## src/rtl/fp_pkg.sv

```systemverilog
// Shared floating-point constants and field layouts for the fp_mac result path.
// Holds binary32/binary16 field widths, exponent biases, and the canonical
// special encodings used by the fp32 -> fp16 narrowing converter.
package fp_pkg;

  localparam int FP32_EXP_W = 8;
  localparam int FP32_MAN_W = 23;
  localparam int FP16_EXP_W = 5;
  localparam int FP16_MAN_W = 10;

  localparam int FP32_BIAS = 127;
  localparam int FP16_BIAS = 15;
  // Rebias offset between the two formats (fp32 exponent 112 maps to fp16 exponent 0).
  localparam int EXP_ADJ   = FP32_BIAS - FP16_BIAS;

  // First fp32 exponent that no longer fits a finite fp16 exponent (112 + 31).
  localparam logic [FP32_EXP_W-1:0] EXP_OVF = FP32_EXP_W'(EXP_ADJ + 31);

  localparam logic [15:0] FP16_QNAN    = 16'h7E00;
  localparam logic [14:0] FP16_INF_MAG = 15'h7C00;

  typedef struct packed {
    logic                  sign;
    logic [FP32_EXP_W-1:0] exp;
    logic [FP32_MAN_W-1:0] man;
  } fp32_t;

endpackage

```

## src/rtl/fp32_to_fp16_rne.sv

```systemverilog
// Combinational binary32 -> binary16 converter with round-to-nearest-even.
// Subnormal fp16 results are flushed to signed zero, and any fp32 NaN is
// returned as the canonical quiet NaN with its sign dropped.
// Ports:
//   y_i  fp32 input value
//   h_o  fp16 result
module fp32_to_fp16_rne
  import fp_pkg::*;
(
  input  logic [31:0] y_i,
  output logic [15:0] h_o
);

  fp32_t f;
  assign f = y_i;

  logic [FP16_EXP_W-1:0] e16;
  logic [FP16_MAN_W-1:0] mant;
  logic                  guard;
  logic                  sticky;
  logic                  lsb;
  logic                  rnd;
  logic [14:0]           mag;

  always_comb begin
    e16    = FP16_EXP_W'(f.exp - FP32_EXP_W'(EXP_ADJ));
    mant   = f.man[22:13];
    guard  = f.man[12];
    sticky = |f.man[11:0];
    lsb    = f.man[13];
    rnd    = guard & (sticky | lsb);
    // A mantissa carry ripples into the exponent; from e16=30 that lands
    // exactly on the infinity encoding 0x7C00, so no separate check is needed.
    mag    = {e16, mant} + 15'(rnd);
  end

  always_comb begin
    h_o = {f.sign, mag};
    if (f.exp == 8'hFF) begin
      h_o = (f.man != '0) ? FP16_QNAN : {f.sign, FP16_INF_MAG};
    end else if (f.exp >= EXP_OVF) begin
      h_o = {f.sign, FP16_INF_MAG};
    end else if (f.exp <= FP32_EXP_W'(EXP_ADJ)) begin
      h_o = {f.sign, 15'h0000};
    end
  end

endmodule

```

## src/rtl/mac_result_packer.sv

```systemverilog
// Captures fp_mac results, narrows them to fp16 and queues them for the
// activation writer.
// fp_mac has no valid bit of its own, so a shift register re-times in_valid
// to the cycle in which mac_y holds the matching result.
// Ports:
//   CLK, RESETn  clock, async active-low reset
//   in_valid     operand set captured by fp_mac on this edge
//   mac_y        fp_mac output (binary32)
//   clr_ovf      clear the sticky overflow flag
//   out_data     FIFO head (binary16), zero while empty
//   out_valid    FIFO non-empty
//   out_ready    consumer takes out_data on this edge
//   fifo_count   current occupancy
//   overflow     sticky: a result was dropped because the FIFO was full
module mac_result_packer
  import fp_pkg::*;
#(
  parameter int MAC_LATENCY = 4,
  parameter int DEPTH       = 8
) (
  input  logic                     CLK,
  input  logic                     RESETn,
  input  logic                     in_valid,
  input  logic [31:0]              mac_y,
  input  logic                     clr_ovf,
  output logic [15:0]              out_data,
  output logic                     out_valid,
  input  logic                     out_ready,
  output logic [$clog2(DEPTH):0]   fifo_count,
  output logic                     overflow
);

  localparam int AW = $clog2(DEPTH);

  logic [MAC_LATENCY-1:0] vld_sr_q;
  logic                   tap;
  logic [15:0]            conv_h;
  logic                   stg_vld_q;
  logic [15:0]            stg_data_q;

  assign tap = vld_sr_q[MAC_LATENCY-1];

  fp32_to_fp16_rne u_conv (
    .y_i (mac_y),
    .h_o (conv_h)
  );

  always_ff @(posedge CLK or negedge RESETn) begin
    if (!RESETn) begin
      vld_sr_q   <= '0;
      stg_vld_q  <= 1'b0;
      stg_data_q <= '0;
    end else begin
      vld_sr_q[0] <= in_valid;
      for (int i = 1; i < MAC_LATENCY; i++) begin
        vld_sr_q[i] <= vld_sr_q[i-1];
      end
      stg_vld_q <= tap;
      if (tap) begin
        stg_data_q <= conv_h;
      end
    end
  end

  logic [15:0] mem_q [DEPTH];
  logic [AW:0] wr_ptr_q, wr_ptr_d;
  logic [AW:0] rd_ptr_q, rd_ptr_d;
  logic [AW:0] count;
  logic        full;
  logic        empty;
  logic        pop;
  logic        push;
  logic        drop;
  logic        ovf_q, ovf_d;

  // Extra pointer MSB makes the difference range 0..DEPTH.
  assign count = wr_ptr_q - rd_ptr_q;
  assign full  = (count == (AW+1)'(DEPTH));
  assign empty = (count == '0);
  assign pop   = !empty && out_ready;
  // A full FIFO still accepts a push when a pop frees a slot on the same edge.
  assign push  = stg_vld_q && (!full || pop);
  assign drop  = stg_vld_q && full && !pop;

  always_comb begin
    wr_ptr_d = wr_ptr_q;
    rd_ptr_d = rd_ptr_q;
    ovf_d    = ovf_q;
    if (push) wr_ptr_d = wr_ptr_q + 1'b1;
    if (pop)  rd_ptr_d = rd_ptr_q + 1'b1;
    if (clr_ovf) ovf_d = 1'b0;
    if (drop)    ovf_d = 1'b1;
  end

  always_ff @(posedge CLK or negedge RESETn) begin
    if (!RESETn) begin
      wr_ptr_q <= '0;
      rd_ptr_q <= '0;
      ovf_q    <= 1'b0;
    end else begin
      wr_ptr_q <= wr_ptr_d;
      rd_ptr_q <= rd_ptr_d;
      ovf_q    <= ovf_d;
    end
  end

  // Storage needs no reset: entries are only visible between push and pop.
  always_ff @(posedge CLK) begin
    if (push) begin
      mem_q[wr_ptr_q[AW-1:0]] <= stg_data_q;
    end
  end

  assign out_valid  = !empty;
  assign out_data   = empty ? 16'h0000 : mem_q[rd_ptr_q[AW-1:0]];
  assign fifo_count = count;
  assign overflow   = ovf_q;

endmodule
```

## config.mk

```make
export PLATFORM = sky130hd
export DESIGN_NAME = mac_result_packer
export DESIGN_NICKNAME = d
export VERILOG_FILES = /design/src/rtl/fp_pkg.sv /design/src/rtl/fp32_to_fp16_rne.sv /design/src/rtl/mac_result_packer.sv
export SDC_FILE = /design/constraint.sdc
export NUM_CORES = 1
export LEC_CHECK = 0
export BUFFER_PORTS_ARGS = -buffer_cell sky130_fd_sc_hd__buf_4
export CAP_MARGIN = 5
export CELL_PAD_IN_SITES_DETAIL_PLACEMENT = 1
export CELL_PAD_IN_SITES_GLOBAL_PLACEMENT = 1
export CORE_AREA = 2 2 119 121
export DETAILED_ROUTE_END_ITERATION = 16
export DIE_AREA = 0 0 121 123
export GPL_TIMING_DRIVEN = 0
export PLACE_DENSITY_LB_ADDON = 0.1
export SYNTH_ARGS = -nofsm -noshare
export SYNTH_HDL_FRONTEND = slang
export SYNTH_SLANG_ARGS = --single-unit
```

## constraint.sdc

```tcl
create_clock -name CLK -period 4.9 [get_ports CLK]
set_input_delay 0.98 -clock CLK [delete_from_list [all_inputs] [get_ports CLK]]
set_output_delay 0.98 -clock CLK [all_outputs]
set_load 0.005 [all_outputs]
```

==> impl_metrics.ini <==
[yosys]
synth-edff-count = 128
synth_cell_types = 52
synth_fp_nets = 469
ys.flop_type = edfxtp_1
yosysTopAreaCell = edfxtp_1
ys_ff_latch = 158
synth_area_um2 = 6690
ys_seq_area_share_pct = 68.7
synthCells = 425
async_flop_share_pct = 19.0
synthDominantCellAreaShare_pct = 57.5
avgSynthCellArea_um2 = 15.7
synth_area_leaders = edfxtp_1 57%, dfrtp_1 11%, mux4_2 11%, nand2_1 2.7%, a21oi_1 1.7%
ys_warn_count = 0

[worst_setup_path]
rrSetupSlack_ps = 910
startpoint_type = flop
cp.required_ps = 3920
end_kind = output pin
rr_worst_depth = 11
reg2reg_to = mem_q[1][3]$_DFFE_PP_
crit_arrival_ps = 3620
path_max_fanout = 10
critical_path.reg2reg.startpoint = rd_ptr_q[1]$_DFFE_PN0P_
path_class = reg -> out

[clocking]
htreeDepth = 4
cts.clk_slew.worst_paths_ps = 60
worst_skew_pair.late_latency_ps = 420
cts_max_path_buffers = 2
tritoncts = yes
ctsHoldBuffers = 0
root_buffer = clkbuf_16
numCtsBuffers = 17
clock-sinks = 158

[finish]
final_common_cell = edfxtp_1
synthToLayoutAreaGrowth_pct = 21.0
multi_input_area_um2 = 2010
final_area_um2 = 8090
mostFrequentLayoutCells = 128 x edfxtp_1, 58 x buf_4, 48 x nand2_1
num-fill-cells = 1270
fin_cells = 704
seqCellArea_um2 = 4590
num_antenna_cells = 0
num-nets-final = 555
drive_above_1_share_pct = 29.6

[power]
power_mw = 4.84
leakagePower_nw = 2.94
powerDensity_nw_per_um2 = 597
vdd_ir_drop_max_uv = 283

[routing]
first_iter_violations = 266
vias_per_cell = 5.68
wl_um = 15400
ant_nets = 0
drc_errors = 0
first_pass_iters = 7
vias = 3999
routedWlPerCell_um = 21.9

[floorplanning]
die_area_um2 = 14900
coreArea_um2 = 13600
io_pins = 59
initial_core_util_pct = 49.1
rows = 43
die_y_um = 123
die_x_um = 121

[placement]
placed_area_um2 = 7510
port_buffers = 57
placed_cells = 673
gp_congestion = 0.828
dp_hpwl_um = 10800
place_ws_ps = -157

[sta]
rsz0062_at_grt = false
setup_viol_count_final = 0
finClkSkew_ps = 5.93
hold_viol_final = 0
fin_ws_ps = 302
fin_crit_ps = 4600
finalCritPeriodShare_pct = 93.8
max_freq_ghz = 0.217
fin_setup_tns_ps = 0
max_slew_margin_pct = 36.6
worst_slew_pin_slew_ps = 946
slew_violations = 0

[worst_hold_path]
hold_depth = 0
worstHoldPathType = reg -> reg
hold_end = vld_sr_q[2]$_DFF_PN0_
hp-start = vld_sr_q[1]$_DFF_PN0_

[run]
maxCapViolations = 0

[grt]
grt_overflow_total = 0
antenna_found_initial = 0
grtUsageTotal_pct = 22.4
grt_pass1_vias = 4208
grt_pass1_wl_um = 24200
grt_max_degree = 31

[status]
status = finished, final reports clean
[report_power, final]
part	total, mW	leakage [nW]	internal [mW]	switching (mW)
clock	1.27	0.277	0.750	0.523
sequential	1.80	1.59	1.67	0.124
combinational	1.77	1.08	0.820	0.948
[cells in the mapped netlist, types with 2 or more instances]
cell type,n
a21oi_1,23
a31oi_1,3
and2_1,2
buf_1,2
buf_2,5
clkbuf_1,12
dfrtp_1,30
edfxtp_1,128
ha_1,6
inv_1,14
mux2i_1,3
mux4_2,32
nand2_1,48
nand2b_1,3
nand3_1,10
nand4_1,5
nor2_1,6
nor2b_1,3
nor3_1,15
nor4_1,10
o2111ai_1,4
o211ai_1,4
o21ai_0,7
o2bb2ai_1,5
o311ai_0,2
o31ai_1,6
xnor2_1,10
xor2_1,3
[cells by family (layout without fill, tap and decap cells)]
logic type,Yosys count,count (layout),share of synthesized area (%)
AO/OA/AOI/OAI,64,64,6.38
XOR/XNOR,13,13,1.70
adder cells (fa/ha/maj),7,7,1.42
buffers and inverters,34,133,2.00
flip-flops,158,158,68.7
multiplexers,36,36,11.4
AND/OR/NAND/NOR,113,113,8.40
[per-stage QoR]
| stage | hold WS [ps] | utilization (%) |
|---|---|---|
| 6_report | 349 | 59.5 |
| 3_3_place_gp | 340 | 53.9 |
| 3_5_place_dp | 336 | 55.2 |
| 2_1_floorplan | 331 | - |
| 4_1_cts | 355 | 59.5 |
| 5_1_grt | 357 | 59.5 |
[routing by layer]
| metal | up-vias | wire [um] | global-route usage, % |
|---|---|---|---|
| met5 | - | 0 | 0 |
| li1 | 1848 | - | - |
| met3 | 14 | 795 | 4.70 |
| met2 | 110 | 7970 | 38.0 |
| met4 | 0 | 182 | 6.40 |
| met1 | 2027 | 6470 | 29.5 |
[how the worst max path moves through the flow]
stage,from,endpoint,slack [ps]
global route,rd_ptr_q[1]$_DFFE_PN0P_,out_data[14],60
CTS,rd_ptr_q[2]$_DFFE_PN0P_,out_data[14],150
detailed placement,rd_ptr_q[2]$_DFFE_PN0P_,out_data[14],-160
floorplan,rd_ptr_q[2]$_DFFE_PN0P_,mem_q[0][0]$_DFFE_PP_,1110
finish,rd_ptr_q[1]$_DFFE_PN0P_,out_data[14],300
global placement,rd_ptr_q[2]$_DFFE_PN0P_,mem_q[0][7]$_DFFE_PP_,-890
[flip-flops by register name (all words and copies together), names as in the netlist]
register,cells
mem_q,128
stg_data_q,16
rd_ptr_q,4
vld_sr_q,4
wr_ptr_q,4
overflow,1
stg_vld_q,1
[worst max-delay path, stage by stage (launching register included)]
cell	delay, ps
dfrtp_1	350
clkbuf_1	430
buf_2	400
inv_1	150
fa_1	440
xnor2_1	330
nand2_1	210
nor3_4	330
buf_2	310
a21oi_1	100
buf_4	150
[cell type report]
type / count / share of cell area (%)
tap: 180 / 2.78
clock inverter: 14 / 1.78
multi-input combinational: 233 / 24.8
sequential: 158 / 56.8
clock buffer: 18 / 5.30
timing repair buffer: 69 / 7.00
buffer: 17 / 0.881
inverter: 15 / 0.711
[what timing repair did]
action | 4_1_cts | 5_1_grt
endpoints found under the setup margin | 17 | 10
setup buffers | 1 | 0
pin swaps | 1 | 0
resized for setup | 3 | 0
No activity file was read; power rests on OpenSTA's default activity.
